==> src/rtl/sync_fifo_param_if.sv <==
// sync_fifo_param_if
//   Handshake and status bundle for sync_fifo_param.
//   master : producer/consumer side (drives wr_en, i_data, rd_en, clr_err)
//   slave  : FIFO side (drives o_data, o_valid, count, flags, error flags)
//   Signals:
//     wr_en, i_data    write request and data
//     rd_en            read request
//     o_data, o_valid  registered read data, one-cycle pop strobe
//     full, empty, almost_full, almost_empty, count  occupancy status
//     overflow, underflow, clr_err                   sticky error flags + clear
interface sync_fifo_param_if #(
    parameter int DATA_W = 8,
    parameter int ADDR_W = 4
);
    logic              wr_en;
    logic [DATA_W-1:0] i_data;
    logic              rd_en;
    logic [DATA_W-1:0] o_data;
    logic              o_valid;
    logic              full;
    logic              empty;
    logic              almost_full;
    logic              almost_empty;
    logic [ADDR_W:0]   count;
    logic              overflow;
    logic              underflow;
    logic              clr_err;

    modport master (
        output wr_en, i_data, rd_en, clr_err,
        input  o_data, o_valid, full, empty, almost_full, almost_empty,
               count, overflow, underflow
    );

    modport slave (
        input  wr_en, i_data, rd_en, clr_err,
        output o_data, o_valid, full, empty, almost_full, almost_empty,
               count, overflow, underflow
    );
endinterface

==> src/rtl/sync_fifo_param.sv <==
// sync_fifo_param
//   Single-clock FIFO, DEPTH = 2**ADDR_W words of DATA_W bits, registered
//   read port, occupancy count and threshold flags.
//   Ports:
//     clk      clock, all state on posedge
//     reset_p  asynchronous active-high reset
//     bus      sync_fifo_param_if.slave (handshake, data, status, error flags)
//   Optional build macro: SYNC_FIFO_ERR_FLAGS_EN
//     defined   : sticky overflow/underflow flags, cleared by clr_err
//     undefined : overflow/underflow tied low, clr_err ignored
module sync_fifo_param #(
    parameter int DATA_W    = 8,
    parameter int ADDR_W    = 4,
    parameter int AFULL_TH  = 12,
    parameter int AEMPTY_TH = 4
) (
    input logic            clk,
    input logic            reset_p,
    sync_fifo_param_if.slave bus
);
    localparam int              DEPTH    = 2**ADDR_W;
    localparam int              STAGES   = 1;
    localparam logic [ADDR_W:0] DEPTH_C  = (ADDR_W+1)'(DEPTH);
    localparam logic [ADDR_W:0] AFULL_C  = (ADDR_W+1)'(AFULL_TH);
    localparam logic [ADDR_W:0] AEMPTY_C = (ADDR_W+1)'(AEMPTY_TH);
    localparam logic [ADDR_W:0] ONE_C    = (ADDR_W+1)'(1);
    localparam logic [ADDR_W-1:0] PTR_ONE = ADDR_W'(1);

    logic [DATA_W-1:0] mem [DEPTH];
    logic [ADDR_W-1:0] wr_ptr, rd_ptr;
    logic [ADDR_W:0]   count;
    logic [DATA_W-1:0] rd_q;
    logic [STAGES:0]   vld_pipe;
    logic              full_w, empty_w, wr_acc, rd_acc;

    // Flags decode the count register only, so they move on clock edges.
    assign full_w  = (count == DEPTH_C);
    assign empty_w = (count == '0);

    // Full blocks the write and empty blocks the read, so a simultaneous
    // request at either boundary degrades to the one legal operation.
    assign wr_acc = bus.wr_en && !full_w;
    assign rd_acc = bus.rd_en && !empty_w;

    assign vld_pipe[0] = rd_acc;

    always_ff @(posedge clk or posedge reset_p) begin
        if (reset_p) begin
            wr_ptr             <= '0;
            rd_ptr             <= '0;
            count              <= '0;
            rd_q               <= '0;
            vld_pipe[STAGES:1] <= '0;
        end else begin
            vld_pipe[STAGES:1] <= vld_pipe[STAGES-1:0];
            if (wr_acc) wr_ptr <= wr_ptr + PTR_ONE;
            if (rd_acc) begin
                rd_ptr <= rd_ptr + PTR_ONE;
                rd_q   <= mem[rd_ptr];
            end
            case ({wr_acc, rd_acc})
                2'b10:   count <= count + ONE_C;
                2'b01:   count <= count - ONE_C;
                default: count <= count;
            endcase
        end
    end

    // Storage is not reset; empty hides stale contents after reset.
    always_ff @(posedge clk) begin
        if (wr_acc) mem[wr_ptr] <= bus.i_data;
    end

    assign bus.o_data       = rd_q;
    assign bus.o_valid      = vld_pipe[STAGES];
    assign bus.count        = count;
    assign bus.full         = full_w;
    assign bus.empty        = empty_w;
    assign bus.almost_full  = (count >= AFULL_C);
    assign bus.almost_empty = (count <= AEMPTY_C);

`ifdef SYNC_FIFO_ERR_FLAGS_EN
    logic ovf_q, unf_q;

    // Set has priority over clear so a coincident error is never lost.
    always_ff @(posedge clk or posedge reset_p) begin
        if (reset_p) begin
            ovf_q <= 1'b0;
            unf_q <= 1'b0;
        end else begin
            ovf_q <= (bus.wr_en && full_w)  || (ovf_q && !bus.clr_err);
            unf_q <= (bus.rd_en && empty_w) || (unf_q && !bus.clr_err);
        end
    end

    assign bus.overflow  = ovf_q;
    assign bus.underflow = unf_q;
`else
    logic unused_clr_err;
    assign unused_clr_err = bus.clr_err;
    assign bus.overflow   = 1'b0;
    assign bus.underflow  = 1'b0;
`endif

endmodule

==> src/flat_wrapper.sv <==
// flat-port wrapper written by rule: the top's interface ports become plain ports
module sync_fifo_param_flat 
#(
    parameter int DATA_W    = 8,
    parameter int ADDR_W    = 4,
    parameter int AFULL_TH  = 12,
    parameter int AEMPTY_TH = 4
)
  (clk, reset_p, bus_wr_en, bus_i_data, bus_rd_en, bus_clr_err, bus_o_data, bus_o_valid, bus_full, bus_empty, bus_almost_full, bus_almost_empty, bus_count, bus_overflow, bus_underflow);
  sync_fifo_param_if #(.DATA_W(DATA_W), .ADDR_W(ADDR_W)) bus_i ();
  input logic clk;
  input logic reset_p;
  input wire logic [$bits(bus_i.wr_en)-1:0] bus_wr_en;
  input wire logic [$bits(bus_i.i_data)-1:0] bus_i_data;
  input wire logic [$bits(bus_i.rd_en)-1:0] bus_rd_en;
  input wire logic [$bits(bus_i.clr_err)-1:0] bus_clr_err;
  output wire logic [$bits(bus_i.o_data)-1:0] bus_o_data;
  output wire logic [$bits(bus_i.o_valid)-1:0] bus_o_valid;
  output wire logic [$bits(bus_i.full)-1:0] bus_full;
  output wire logic [$bits(bus_i.empty)-1:0] bus_empty;
  output wire logic [$bits(bus_i.almost_full)-1:0] bus_almost_full;
  output wire logic [$bits(bus_i.almost_empty)-1:0] bus_almost_empty;
  output wire logic [$bits(bus_i.count)-1:0] bus_count;
  output wire logic [$bits(bus_i.overflow)-1:0] bus_overflow;
  output wire logic [$bits(bus_i.underflow)-1:0] bus_underflow;
  assign bus_i.wr_en = bus_wr_en;
  assign bus_i.i_data = bus_i_data;
  assign bus_i.rd_en = bus_rd_en;
  assign bus_i.clr_err = bus_clr_err;
  assign bus_o_data = bus_i.o_data;
  assign bus_o_valid = bus_i.o_valid;
  assign bus_full = bus_i.full;
  assign bus_empty = bus_i.empty;
  assign bus_almost_full = bus_i.almost_full;
  assign bus_almost_empty = bus_i.almost_empty;
  assign bus_count = bus_i.count;
  assign bus_overflow = bus_i.overflow;
  assign bus_underflow = bus_i.underflow;
  sync_fifo_param #(.DATA_W(DATA_W), .ADDR_W(ADDR_W), .AFULL_TH(AFULL_TH), .AEMPTY_TH(AEMPTY_TH)) u_core (.clk(clk), .reset_p(reset_p), .bus(bus_i));
endmodule
==> config.mk <==
export PLATFORM = sky130hd
export DESIGN_NAME = sync_fifo_param_flat
export DESIGN_NICKNAME = d
export VERILOG_FILES = /design/src/rtl/sync_fifo_param_if.sv /design/src/rtl/sync_fifo_param.sv /design/src/flat_wrapper.sv
export SDC_FILE = /design/constraint.sdc
export NUM_CORES = 1
export LEC_CHECK = 0
export ABC_CLOCK_PERIOD_IN_PS = 5700
export BUFFER_PORTS_ARGS = -buffer_cell sky130_fd_sc_hd__buf_2
export CAP_MARGIN = 15
export CELL_PAD_IN_SITES_DETAIL_PLACEMENT = 1
export CELL_PAD_IN_SITES_GLOBAL_PLACEMENT = 1
export CORE_MARGIN = 5
export CORE_UTILIZATION = 57
export DETAILED_ROUTE_END_ITERATION = 10
export PLACE_DENSITY = 0.89
export SLEW_MARGIN = 20
export SYNTH_ARGS = -nofsm -noshare
export SYNTH_HDL_FRONTEND = slang
export SYNTH_SLANG_ARGS = --single-unit
==> constraint.sdc <==
create_clock -name clk -period 5.7 [get_ports clk]
set_input_delay 1.14 -clock clk [delete_from_list [all_inputs] [get_ports clk]]
set_output_delay 1.14 -clock clk [all_outputs]
set_load 0.02 [all_outputs]
==> out/qor.tcl <==
set qor(worstReg2RegEnd) {u_core.bus.count[4]}
set qor(path_cells) {or4_4, o21a_1, ha_1, fa_1, a21o_1, a21oi_1, mux2i_1, xnor2_1}
set qor(nNetsFinal) 368
set qor(post_synth_mux_area_share_pct) 14.7
set qor(finalWorstPathRequiredPeriod_ns) 3.43
set qor(cts_max_path_buffers) 2
set qor(clock_tree_root) {sky130_fd_sc_hd__clkbuf_8}
set qor(synth_enable_flop_cells) 128
set qor(combinationalPowerShare_pct) 29.1
set qor(run_status) {completed}
set qor(cts_buffers) 17
set qor(finalHoldViolCount) 0
set qor(drt_first_pass_iters) 5
set qor(timing.hold.worst_endpoint) {u_core.rd_ptr[0]}
set qor(wire_length_of_the_first_global_routing_pass_um) 23000
set qor(io_pins) 33
set qor(power.density_cell_area_nw_per_um2) 549
set qor(max_capacitance_violation_total) 0
set qor(layout-drive-gt1-share_pct) 27.7
set qor(core-area_um2) 10300
set qor(grt_util_all_layers_pct) 25.5
set qor(cts_tree) {done}
set qor(proportion_of_netlist_area_held_by_the_largest_area_contributor_pct) 63.5
set qor(layout-area-overhead-vs-synth_pct) 14.0
set qor(number_of_antenna_violations_at_the_first_check_in_global_routing) 0
set qor(max_freq_ghz) 0.291
set qor(holdCritStartpoint) {u_core.rd_ptr[0]}
set qor(setup_slack_ns) 2.27
set qor(totalWireLength_um) 15000
set qor(swShare_pct) 32.7
set qor(hold_path_depth) 1
set qor(slowest_stage) {sky130_fd_sc_hd__or4_4}
set qor(clkSlewWorstSetupHoldPaths_ns) 0.07
set qor(synth_cells) 311
set qor(syn_area_per_cell_um2) 19.5
set qor(row_count) 37
set qor(leakage_nw) 2.41
set qor(floorplan.die_area_um2) 12800
set qor(synth_top_family_by_area) {multiplexers}
set qor(layout_worst_path_cycle_share_pct) 60.2
set qor(dp.final_hpwl_um) 8540
set qor(grt_max_degree) 34
set qor(numClockSinks) 150
set qor(finalClockSkew_ns) 0.0146
set qor(globalRouteOverflowTotal) 0
set qor(syn_area_um2) 6050
set qor(crit_start) {u_core.bus.count[0]}
set qor(cp-start-kind) {flip-flop}
set qor(post_synth_most_frequent_cells) {128 x sky130_fd_sc_hd__edfxtp_1, 22 x sky130_fd_sc_hd__dfrtp_1, 20 x sky130_fd_sc_hd__mux4_2, 16 x sky130_fd_sc_hd__o22ai_1, 14 x sky130_fd_sc_hd__nor2_1}
set qor(net_switching_mw) 1.24
set qor(power_after_layout_mw) 3.78
set qor(slowest_delay_ns) 0.62
set qor(synth_compound_gate_area_share_pct) 3.89
set qor(globalplace.congestion) 0.748
set qor(floorplan.initialDensity_pct) 58.6
set qor(vias_in_the_first_global_route) 3512
set qor(detail_route.iter0.violations) 345
set qor(synth_area_leader_cell) {sky130_fd_sc_hd__edfxtp_1}
set qor(vias_per_cell) 6.39
set qor(seq_power_share_pct) 40.4
set qor(critical_path.max_fanout) 22
set qor(fin_util_pct) 66.8
set qor(diodes) 0
set qor(post_cts.repair.setup_buffers) 0
set qor(detail_route.wl_per_cell_um) 30.4
set qor(synth_xor_xnor_area_share_pct) 1.45
set qor(slew_headroom_pct) 33.4
set qor(htree_num_levels) 4
set qor(cp-end-kind) {flip-flop}
set qor(rr_startpoint) {u_core.bus.count[0]}
set qor(ir_worst_vdd_uv) 441
set qor(drc) 0
set qor(ys_ff_latch) 150
set qor(critPathRequiredTime_ns) 6.15
set qor(worst-setup-path-type) {flip-flop to flip-flop}
set qor(min_path_type) {flip-flop to flip-flop}
set qor(tightestPinTransition_ns) 0.995
set qor(routed-via-count) 3158
set qor(cts_resized) 0
set qor(detail-route-antenna-nets) 0
set qor(timing.critical_path.arrival_ns) 3.88
set qor(synth_seq_area_share_pct) 72.6
set qor(clk-insertion-delay-late_ns) 0.54
set qor(slew_viol_final) 0
set qor(share_of_synthesized_cell_area_in_and_or_nand_and_nor_gates_pct) 2.96
set qor(main_synth_ff_type) {sky130_fd_sc_hd__edfxtp_1}
set qor(internal-power_mw) 2.55
set qor(yosys_warnings) 0
set qor(die_w_um) 113
set qor(adder_cell_area_share_of_the_yosys_netlist_pct) 2.19
set qor(worst-r2r-setup-slack_ns) 2.27
set qor(share_clk_of_total_power_pct) 30.5
set qor(tns_ns) 0
set qor(synth_cell_type_count) 34
set qor(synth_top_cells_by_area) {sky130_fd_sc_hd__edfxtp_1 64%, sky130_fd_sc_hd__dfrtp_1 9.1%, sky130_fd_sc_hd__mux4_2 7.4%}
set qor(async_flop_share_pct) 14.7
set qor(report.final.setup_viol) 0
set qor(top_count_cell_post_synth) {sky130_fd_sc_hd__edfxtp_1}
set qor(detailedPlace.worstSlack_ns) 2.13
set qor(die_h_um) 113
set qor(io_buffer_count) 29
set qor(worstRegToRegCells) 8
set qor(cts_hold_buf) 0
set qor(setup_repair_after_global_routing_missed_its_margin) {false}
[final cells by class]
class	instances	area (um2)
fill	841	3430
timing repair buffer	33	175
sequential	150	4400
multi-input combinational	139	1540
inverter	4	15.0
clock inverter	9	123
tap	136	170
clock buffer	23	478
[worst max-delay path: cells and delay by family (launching register included)]
kind | cells | cell delay, ns
xor gates and xnor gates | 1 | 0.15
and+or+nand+nor | 1 | 0.62
DFF | 1 | 0.50
AOI/OAI and AO/OA | 3 | 0.90
adders and majority gates | 2 | 0.93
muxes | 1 | 0.25
[cell families (layout without fill, tap and decap cells)]
| family | after synthesis | after routing |
|---|---|---|
| AOI/OAI and AO/OA | 36 | 36 |
| xor gates and xnor gates | 10 | 10 |
| adders and majority gates | 10 | 10 |
| buffers and inverters | 23 | 69 |
| DFF | 150 | 150 |
| muxes | 43 | 43 |
| other | 1 | 2 |
| and+or+nand+nor | 38 | 38 |
[how the worst max path moves through the flow]
stage          slack (ns)                  end
3_5_place_dp         2.13  u_core.bus.count[4]
5_1_grt              2.13  u_core.bus.count[4]
4_1_cts              2.27  u_core.bus.count[4]
3_3_place_gp         2.32  u_core.bus.count[4]
2_1_floorplan        2.78  u_core.bus.count[4]
6_report             2.27  u_core.bus.count[4]
[flip-flops by register name, indices dropped and copies added (netlist names)]
register	cells
u_core.bus.count	5
u_core.bus.o_data	8
u_core.bus.o_valid	1
u_core.mem	128
u_core.rd_ptr	4
u_core.wr_ptr	4
[layout by cell type, fill, tap and decap left out, drive strengths merged, types with 2 or more instances in the layout]
cell type    n
nor2        14
clkbuf      23
nand2b       3
edfxtp     128
o21ai        3
ha           9
o21a         2
a21oi       10
nor3         5
mux2        10
bufinv       3
dfrtp       22
mux4        32
clkinv       6
buf         33
xor2         2
o22ai       16
nand2        9
xnor2        8
conb         2
nand4        2
a21o         3
inv          3
[stage by stage]
stage          hold slack [ns]  cell area (um2)  cells
2_1_floorplan            0.573             6060    312
3_3_place_gp             0.520             6290    462
3_5_place_dp             0.541             6300    462
4_1_cts                  0.564             6900    494
5_1_grt                  0.594             6900    494
6_report                 0.558             6900    494
[metal layers]
metal	vias up	track usage (%)	wire length (um)
met5	-	0	0
met4	0	8.33	247
met3	22	6.47	937
met2	156	40.9	7630
met1	1661	34.7	6210
li1	1319	-	-
[power by group through the flow]
stage                     clock (mW)  sequential [mW]  combinational, mW
after detailed placement           0             1.54               1.07
after floorplan                    0             1.51              0.759
final                           1.15             1.53               1.10
after global routing            1.22             1.55               1.17
after CTS                       1.16             1.53               1.11
after global placement             0             1.51              0.988
No activity file was read; power rests on OpenSTA's default activity.
